## src/rtl/ps2_cmd_scheduler_if.sv

```systemverilog
// ps2_cmd_scheduler_if
//   Command handshake between the PS/2 command scheduler and the scoreboard core.
//   cmd_valid : head of the command FIFO holds a command
//   cmd_code  : command at the FIFO head (0 when empty)
//   cmd_ready : scoreboard takes cmd_code this cycle
//   master    : scheduler side (drives valid/code)
//   slave     : scoreboard side (drives ready)
interface ps2_cmd_scheduler_if;
    logic       cmd_valid;
    logic [2:0] cmd_code;
    logic       cmd_ready;

    modport master (output cmd_valid, output cmd_code, input cmd_ready);
    modport slave  (input cmd_valid, input cmd_code, output cmd_ready);
endinterface

```

## src/rtl/ps2_cmd_scheduler.sv

```systemverilog
// ps2_cmd_scheduler
//   Brings the PS/2 scanner outputs into the clk domain, turns each new key
//   press into a scoreboard command, applies scoring hold-off and pause
//   lockout, and queues accepted commands in a first-word-fall-through FIFO.
//
//   clk        : system clock
//   reset      : asynchronous, active-low reset
//   ps2_byte   : scanner make code (asynchronous to clk)
//   ps2_state  : scanner key-down flag (asynchronous to clk)
//   cmd        : command handshake (valid/code out, ready in)
//   paused     : game paused flag
//   drop_count : saturating count of dropped commands
//   fifo_level : current FIFO occupancy
module ps2_cmd_scheduler #(
    parameter int FIFO_DEPTH  = 4,
    parameter int SYNC_STAGES = 2,
    parameter int HOLDOFF     = 1000
) (
    input  logic                          clk,
    input  logic                          reset,
    input  logic [7:0]                    ps2_byte,
    input  logic                          ps2_state,
    ps2_cmd_scheduler_if.master           cmd,
    output logic                          paused,
    output logic [7:0]                    drop_count,
    output logic [$clog2(FIFO_DEPTH):0]   fifo_level
);

    localparam int AW = $clog2(FIFO_DEPTH);
    localparam int LW = AW + 1;
    localparam int HW = (HOLDOFF > 0) ? $clog2(HOLDOFF + 1) : 1;

    localparam logic [LW-1:0] DEPTH_L   = LW'(FIFO_DEPTH);
    localparam logic [HW-1:0] HOLDOFF_L = HW'(HOLDOFF);

    localparam logic [2:0] CMD_NONE     = 3'd0;
    localparam logic [2:0] CMD_HOME_P2  = 3'd1;
    localparam logic [2:0] CMD_HOME_P3  = 3'd2;
    localparam logic [2:0] CMD_GUEST_P2 = 3'd3;
    localparam logic [2:0] CMD_GUEST_P3 = 3'd4;
    localparam logic [2:0] CMD_PAUSE    = 3'd5;

    // ------------------------------------------------------------------
    // Synchronisers. The scanner holds the byte stable while state is high,
    // so the byte bus only needs the same flop chain as the flag.
    // ------------------------------------------------------------------
    logic [SYNC_STAGES-1:0] state_sync;
    logic [7:0]             byte_sync [SYNC_STAGES];
    logic                   prev_state;
    logic                   sync_state;
    logic [7:0]             sync_byte;

    always_ff @(posedge clk or negedge reset) begin
        if (!reset) begin
            state_sync <= '0;
            for (int unsigned i = 0; i < SYNC_STAGES; i++) begin
                byte_sync[i] <= '0;
            end
            prev_state <= 1'b0;
        end else begin
            state_sync <= {state_sync[SYNC_STAGES-2:0], ps2_state};
            byte_sync[0] <= ps2_byte;
            for (int unsigned i = 1; i < SYNC_STAGES; i++) begin
                byte_sync[i] <= byte_sync[i-1];
            end
            prev_state <= state_sync[SYNC_STAGES-1];
        end
    end

    assign sync_state = state_sync[SYNC_STAGES-1];
    assign sync_byte  = byte_sync[SYNC_STAGES-1];

    // ------------------------------------------------------------------
    // Event detection and decode
    // ------------------------------------------------------------------
    logic       key_event;
    logic [2:0] code;

    assign key_event = sync_state & ~prev_state;

    always_comb begin
        code = CMD_NONE;
        if (key_event) begin
            case (sync_byte)
                8'h1C:   code = CMD_HOME_P2;
                8'h1B:   code = CMD_HOME_P3;
                8'h42:   code = CMD_GUEST_P2;
                8'h4B:   code = CMD_GUEST_P3;
                8'h29:   code = CMD_PAUSE;
                default: code = CMD_NONE;
            endcase
        end
    end

    // ------------------------------------------------------------------
    // Acceptance
    // ------------------------------------------------------------------
    logic [HW-1:0] holdoff_cnt;
    logic          pop;
    logic          room;
    logic          is_pause;
    logic          is_score;
    logic          push;
    logic          drop;

    assign pop      = cmd.cmd_valid & cmd.cmd_ready;
    // A full FIFO popping in the same cycle frees the slot the push needs.
    assign room     = (fifo_level < DEPTH_L) | pop;
    assign is_pause = (code == CMD_PAUSE);
    assign is_score = (code != CMD_NONE) & ~is_pause;
    assign push     = room & (is_pause | (is_score & ~paused & (holdoff_cnt == '0)));
    assign drop     = (code != CMD_NONE) & ~push;

    always_ff @(posedge clk or negedge reset) begin
        if (!reset) begin
            holdoff_cnt <= '0;
        end else if (push && is_score) begin
            holdoff_cnt <= HOLDOFF_L;
        end else if (holdoff_cnt != '0) begin
            holdoff_cnt <= holdoff_cnt - 1'b1;
        end
    end

    always_ff @(posedge clk or negedge reset) begin
        if (!reset) begin
            paused <= 1'b0;
        end else if (push && is_pause) begin
            paused <= ~paused;
        end
    end

    always_ff @(posedge clk or negedge reset) begin
        if (!reset) begin
            drop_count <= '0;
        end else if (drop && (drop_count != 8'hFF)) begin
            drop_count <= drop_count + 1'b1;
        end
    end

    // ------------------------------------------------------------------
    // Command FIFO (first-word-fall-through)
    // ------------------------------------------------------------------
    logic [2:0]    mem [FIFO_DEPTH];
    logic [AW-1:0] wr_ptr;
    logic [AW-1:0] rd_ptr;

    always_ff @(posedge clk) begin
        if (push) begin
            mem[wr_ptr] <= code;
        end
    end

    always_ff @(posedge clk or negedge reset) begin
        if (!reset) begin
            wr_ptr     <= '0;
            rd_ptr     <= '0;
            fifo_level <= '0;
        end else begin
            if (push) begin
                wr_ptr <= wr_ptr + 1'b1;
            end
            if (pop) begin
                rd_ptr <= rd_ptr + 1'b1;
            end
            case ({push, pop})
                2'b10:   fifo_level <= fifo_level + 1'b1;
                2'b01:   fifo_level <= fifo_level - 1'b1;
                default: fifo_level <= fifo_level;
            endcase
        end
    end

    assign cmd.cmd_valid = (fifo_level != '0);
    assign cmd.cmd_code  = cmd.cmd_valid ? mem[rd_ptr] : CMD_NONE;

endmodule

```

## src/flat_wrapper.sv

```systemverilog
// flat-port wrapper written by rule: the top's interface ports become plain ports
module ps2_cmd_scheduler_flat 
#(
    parameter int FIFO_DEPTH  = 4,
    parameter int SYNC_STAGES = 2,
    parameter int HOLDOFF     = 1000
)
  (clk, reset, ps2_byte, ps2_state, paused, drop_count, fifo_level, cmd_cmd_valid, cmd_cmd_code, cmd_cmd_ready);
  ps2_cmd_scheduler_if cmd_i ();
  input  logic clk;
  input  logic reset;
  input  logic [7:0] ps2_byte;
  input  logic ps2_state;
  output logic paused;
  output logic [7:0] drop_count;
  output logic [$clog2(FIFO_DEPTH):0] fifo_level;
  output wire logic [$bits(cmd_i.cmd_valid)-1:0] cmd_cmd_valid;
  output wire logic [$bits(cmd_i.cmd_code)-1:0] cmd_cmd_code;
  input wire logic [$bits(cmd_i.cmd_ready)-1:0] cmd_cmd_ready;
  assign cmd_cmd_valid = cmd_i.cmd_valid;
  assign cmd_cmd_code = cmd_i.cmd_code;
  assign cmd_i.cmd_ready = cmd_cmd_ready;
  ps2_cmd_scheduler #(.FIFO_DEPTH(FIFO_DEPTH), .SYNC_STAGES(SYNC_STAGES), .HOLDOFF(HOLDOFF)) u_core (.clk(clk), .reset(reset), .ps2_byte(ps2_byte), .ps2_state(ps2_state), .cmd(cmd_i), .paused(paused), .drop_count(drop_count), .fifo_level(fifo_level));
endmodule
```

## config.mk

```make
export PLATFORM = sky130hd
export DESIGN_NAME = ps2_cmd_scheduler_flat
export DESIGN_NICKNAME = d
export VERILOG_FILES = /design/src/rtl/ps2_cmd_scheduler_if.sv /design/src/rtl/ps2_cmd_scheduler.sv /design/src/flat_wrapper.sv
export SDC_FILE = /design/constraint.sdc
export NUM_CORES = 1
export LEC_CHECK = 0
export CORE_ASPECT_RATIO = 0.6
export CORE_UTILIZATION = 55
export DETAILED_ROUTE_END_ITERATION = 8
export PLACE_DENSITY = 0.76
export SLEW_MARGIN = 20
export SYNTH_ARGS = -nofsm -noshare
export SYNTH_HDL_FRONTEND = slang
export SYNTH_SLANG_ARGS = --single-unit
```

## constraint.sdc

```tcl
create_clock -name clk -period 3.6 [get_ports clk]
set_clock_uncertainty 0.2 [all_clocks]
set_input_delay 0.72 -clock clk [delete_from_list [all_inputs] [get_ports clk]]
set_output_delay 0.72 -clock clk [all_outputs]
set_load 0.1 [all_outputs]
```

==> flow_metrics.tcl, run 1 <==
set metrics [dict create \
    drtIter0Drc 58 \
    grt_usage 0.2004 \
    min_path_cells 0 \
    synth.largest_area_cell "dfrtp_1" \
    hold_viol 0 \
    cts.clk_slew.worst_paths_ns 0.06 \
    synthesis.area_mm2 0.002736 \
    rrSetupSlack_ns 0.57 \
    routabilityCongestion 0.7714 \
    fp-row-count 19 \
    slowest_delay_ns 0.43 \
    drive_gt1_frac 0.2148 \
    via_per_inst 5.451 \
    total_power_mw 2.150 \
    r2r_end "u_core.fifo_level[2]$_DFFE_PN0P_" \
    grt_pass1_vias 1604 \
    placed_cell_area_mm2 0.003018 \
    grtUsageMet1 0.3033 \
    syn_area_per_cell_um2 12.55 \
    clkSinkCount 57 \
    io_pins 28 \
    required_ns 3.65 \
    fin_crit_ns 3.085 \
    synth.most_common_cell "dfrtp_1" \
    crit_slowest_cell "clkdlybuf4s50_1" \
    top_usage_layer "met1" \
    port_buffers 27 \
    ys_ff_latch 57 \
    htree_levels 3 \
    synthArstFlopShare 0.7895 \
    start_util 0.5843 \
    grt_max_degree 46 \
    clk_latency_ns 0.33 \
    critPathMaxFanout 5 \
    r2r-start "u_core.sync_byte[7]$_DFF_PN0_" \
    hp-class "reg2reg" \
    ir_worst_vdd_uv 540.2 \
    syn_inst 218 \
    dieWidth_um 93.06 \
    synth_top_area_frac 0.4115 \
    antennaDiodeCount 0 \
    maxSlewViolCount 0 \
    die-height_um 56.64 \
    grt_setup_unrepaired "no" \
    status "complete, no violations" \
    power_leakage_nw 1.362 \
    area_growth_pct 18.47 \
    cp-end-kind "flop" \
    routed_wl_um 4651 \
    clockBufferDepth 2 \
    cts_resized 0 \
    cts_setup_buffers 0 \
    finalNetCount 271 \
    cp_cell_sequence "clkdlybuf4s50_1 -> nor2b_1 -> o21ba_1 -> o21ai_1 -> a21o_1 -> ha_1 -> inv_1 -> fa_1 -> xor2_1 -> nor2_1 -> xor2_1" \
    power_density_mw_per_mm2 663.4 \
    overflow 0 \
    met3_usage 0.06098 \
    antenna_found_initial 0 \
    die_area_mm2 0.005270 \
    hpwl_um 3239 \
    clock.fmax_ghz 0.3241 \
    cts_hold_buffers 0 \
    drt.antenna.violating_nets 0 \
    maxCapViolCount 0 \
    netlist_top_cells_area "dfrtp_1 (41%), edfxtp_1 (13%), xor2_1 (3.5%)" \
    synth_fp_nets 238 \
    utilization 0.6922 \
    design_area_mm2 0.003242 \
    slew_headroom 0.3424 \
    synth_edf_count 12 \
    grt_use_met2 0.2710 \
    holdPathEnd "u_core.sync_byte[2]$_DFF_PN0_" \
    tightest_slew_ns 0.9864 \
    drcViolationCount 0 \
    fin_setup_tns_ns 0 \
    start_kind "primary input" \
    cts_tree "done" \
    setup_violations 0 \
    grt_pass1_wl_um 7845 \
    rr_worst_depth 11 \
    drt-wirelength-per-cell_um 14.58 \
    synthFlopType "dfrtp_1" \
    crit_type "in2reg" \
    arrival_ns 3.14 \
    period_share 0.8570 \
    first_pass_iters 5 \
    root_buffer "clkbuf_8" \
    synth_common_cells "dfrtp_1 (45), nand2_1 (18), edfxtp_1 (12), inv_1 (12), xor2_1 (11)" \
    ys_seq_area_frac 0.5432 \
    coreArea_mm2 0.004683 \
    cts_buffers 9 \
    synth_cell_types 52 \
    worstHoldStart "u_core.byte_sync[10]$_DFF_PN0_" \
    path_common_cell "xor2_1" \
    yosys_warnings 0 \
    vias 1739 \
]
per-stage QoR:
step	instances	hold slack [ns]	worst slack, ns
final	319	0.1478	0.5147
after global routing	319	0.1559	0.3742
after CTS	319	0.1484	0.5267
after detailed placement	303	0.1355	0.1972
after global placement	303	0.1326	0.3074
after floorplan	218	0.1312	0.001819
logic make-up after synthesis:
family	after synthesis	synth area share
AOI/OAI and AO/OA	30	0.1029
adders and majority gates	8	0.03932
xor gates and xnor gates	15	0.04801
buffers and inverters	19	0.03017
muxes	7	0.04069
DFF	57	0.5432
and+or+nand+nor	82	0.1957
power by group:
part	leakage [nW]	switching [mW]	internal, mW	total, mW
Sequential	0.632	0.0501	0.702	0.752
Clock	0.114	0.251	0.397	0.647
Combinational	0.617	0.552	0.198	0.751
cells in the final DEF, fill, tap and decap left out, types with 4 or more instances in the layout:
cell             count
buf_4               18
nor2_1               8
a2111oi_2            6
nand2_1             18
nor3_1               4
and2_1               9
inv_1               12
xnor2_1              4
nand2b_1             4
clkbuf_8            11
nand3_1              8
xor2_1              11
o21a_1               5
edfxtp_1            12
clkdlybuf4s50_1     10
and3_1               5
ha_1                 7
a211oi_1             4
dfrtp_1             45
final cells by class:
| cell class | instances | area, µm² |
|---|---|---|
| timing repair buffer | 29 | 240.2 |
| tap | 63 | 78.83 |
| fill | 332 | 1441 |
| clock buffer | 12 | 176.4 |
| inverter | 12 | 45.04 |
| clock inverter | 4 | 47.55 |
| sequential | 57 | 1486 |
| multi-input combinational | 142 | 1167 |
worst max-delay path by stage:
| stage | start | endpoint | slack, ns | depth (start not counted) |
|---|---|---|---|---|
| after detailed placement | cmd_cmd_ready | u_core.fifo_level[2]$_DFFE_PN0P_ | 0.20 | 11 |
| after global placement | cmd_cmd_ready | u_core.fifo_level[2]$_DFFE_PN0P_ | 0.31 | 11 |
| final | cmd_cmd_ready | u_core.fifo_level[2]$_DFFE_PN0P_ | 0.51 | 11 |
| after floorplan | u_core.fifo_level[0]$_DFFE_PN0P_ | cmd_cmd_code[0] | 0.002 | 2 |
| after global routing | u_core.holdoff_cnt[0]$_DFFE_PN0P_ | u_core.fifo_level[1]$_DFFE_PN0P_ | 0.37 | 11 |
| after CTS | cmd_cmd_ready | u_core.fifo_level[2]$_DFFE_PN0P_ | 0.53 | 11 |
registers in the layout, summed over array words and instances (netlist names):
name and count:
u_core.byte_sync 8, u_core.drop_count 8, u_core.fifo_level 3, u_core.holdoff_cnt 10, u_core.mem 12, u_core.paused 1, u_core.prev_state 1, u_core.rd_ptr 2
u_core.state_sync 2, u_core.sync_byte 8, u_core.wr_ptr 2
critical path, delay by kind of cell:
kind / cells / cell delay, ns
adder cells (fa/ha/maj): 2 / 0.55
buffers and inverters: 2 / 0.50
XOR/XNOR: 2 / 0.31
AND/OR/NAND/NOR: 2 / 0.39
AO/OA/AOI/OAI: 3 / 0.68
per-layer routing:
metal  vias to the layer above  part of all wire
li1                        857                 -
met1                       842              0.55
met2                        38              0.40
met3                         2             0.049
met4                         0            0.0028
met5                         -                 0
Note: power is estimated with default switching activity, not from simulation.
==> run 2, diff against run 1 <==
clock period = 3.8 ns   (was 3.6 ns; I/O delays follow)
==> flow_metrics.tcl, run 2 (synthesis gave the netlist of run 1 again) <==
set metrics [dict create \
    routabilityCongestion 0.7794 \
    met3_usage 0.07859 \
    start_util 0.5843 \
    reg_top3 "u_core.mem: 12 flops, u_core.holdoff_cnt: 10 flops" \
    fin_setup_tns_ns 0 \
    cts_resized 0 \
    crit_slowest_cell "clkdlybuf4s50_1" \
    setup_violations 0 \
    fin_crit_ns 3.144 \
    overflow 0 \
    via_per_inst 5.420 \
    critPathMaxFanout 5 \
    utilization 0.6944 \
    grt_usage 0.1924 \
    status "complete, no violations" \
    cp_cell_sequence "or3_1 -> clkdlybuf4s50_1" \
    maxCapViolCount 0 \
    final_cell_mix "dfrtp_1 (45), clkdlybuf4s50_1 (23), nand2_1 (18)" \
    drt.antenna.violating_nets 0 \
    drt-wirelength-per-cell_um 13.93 \
    hold_viol 0 \
    antennaDiodeCount 0 \
    coreArea_mm2 0.004683 \
    final_common_cell "dfrtp_1" \
    arrival_ns 2.18 \
    clock.fmax_ghz 0.3181 \
    htree_levels 3 \
    first_pass_iters 4 \
    maxSlewViolCount 0 \
    clk_latency_ns 0.34 \
    power_density_mw_per_mm2 613.4 \
    grt_use_met2 0.2668 \
    power_leakage_nw 1.324 \
    io_pins 28 \
    largest-register "u_core.mem" \
    die-height_um 56.64 \
    top_usage_layer "met1" \
    largest_reg_flops 12 \
    port_buffers 27 \
    clockBufferDepth 2 \
    die_area_mm2 0.005270 \
    tightest_slew_ns 0.9749 \
    fill_cells 336 \
    period_share 0.8273 \
    grt_pass1_wl_um 7348 \
    ff_latch_area_mm2 0.001486 \
    cp-end-kind "output pin" \
    cts_tree "done" \
    cts.clk_slew.worst_paths_ns 0.07 \
    root_buffer "clkbuf_8" \
    cts_hold_buffers 0 \
    fp-row-count 19 \
    grt_max_degree 46 \
    design_area_mm2 0.003252 \
    drive_gt1_frac 0.1641 \
    clkSinkCount 57 \
    dieWidth_um 93.06 \
    slew_headroom 0.3481 \
    place_ws_ns 0.3722 \
    drtIter0Drc 66 \
    slowest_delay_ns 0.99 \
    worst_slack_ns 0.6562 \
    required_ns 2.84 \
    cts_setup_buffers 0 \
    crit_type "reg2out" \
    multi_input_area_mm2 0.001167 \
    hpwl_um 3106 \
    placed_cell_area_mm2 0.003050 \
    grtUsageMet1 0.2682 \
    total_power_mw 1.995 \
    drcViolationCount 0 \
    antenna_found_initial 0 \
    fin_cells 319 \
    placed_cells 303 \
    finalNetCount 271 \
    grt_setup_unrepaired "no" \
    routed_wl_um 4445 \
    hp-class "reg2reg" \
    cts_buffers 9 \
    area_growth_pct 18.84 \
    vias 1729 \
    start_kind "flop" \
    hold_slack_ns 0.1486 \
    grt_pass1_vias 1578 \
    ir_worst_vdd_uv 384.4 \
]
## run 2: changes by cell type in the layout (fill, tap and decap cells not counted), sizes merged
cell / before / now
clkinvlp: 1 / 2
clkbuf: 12 / 9
clkdlybuf4s50: 10 / 23
buf: 19 / 6
inv: 12 / 15
clkinv: 2 / 1
## run 2: path summary, 6_finish.rpt
| check | startpoint | end | slack [ns] | cells after the start |
|---|---|---|---|---|
| setup / recovery | u_core.fifo_level[0]$_DFFE_PN0P_ | cmd_cmd_valid | 0.66 | 2 |
| min in group asynchronous | reset | u_core.holdoff_cnt[8]$_DFFE_PN0P_ | 0.37 | 1 |
| max in group asynchronous | reset | u_core.byte_sync[14]$_DFF_PN0_ | 2.42 | 1 |
| setup reg to reg | u_core.sync_byte[6]$_DFF_PN0_ | u_core.fifo_level[2]$_DFFE_PN0P_ | 0.79 | 11 |
| hold / removal | u_core.byte_sync[9]$_DFF_PN0_ | u_core.sync_byte[1]$_DFF_PN0_ | 0.15 | 0 |
| hold reg to reg | u_core.byte_sync[9]$_DFF_PN0_ | u_core.sync_byte[1]$_DFF_PN0_ | 0.15 | 0 |
## run 2: cell type report
cell class | instances | area share
Multi-Input combinational cell | 142 | 0.3590
Tap cell | 63 | 0.02424
Clock inverter | 7 | 0.02386
Timing Repair Buffer | 29 | 0.08388
Clock buffer | 9 | 0.03809
Inverter | 12 | 0.01385
Sequential cell | 57 | 0.4571
## run 2: report_power, final
part           internal (mW)  leakage [nW]  switching, mW  total, mW
Clock                  0.308        0.0968          0.257      0.565
Combinational          0.195         0.596          0.521      0.716
Sequential             0.665         0.632         0.0486      0.714
Total                   1.17          1.32          0.826       1.99
## run 2: per-layer routing
layer	part of all wire	routed length, µm	vias to the layer above
met5	0	0	-
met4	0.0072	32	0
met3	0.055	246	6
met2	0.41	1816	46
met1	0.53	2350	814
li1	-	-	863
## run 2: critical path, delay by kind of cell, from the launching register on
family,cells,cell delay [ns]
buffers and inverters,1,0.99
and+or+nand+nor,1,0.44
DFF,1,0.42
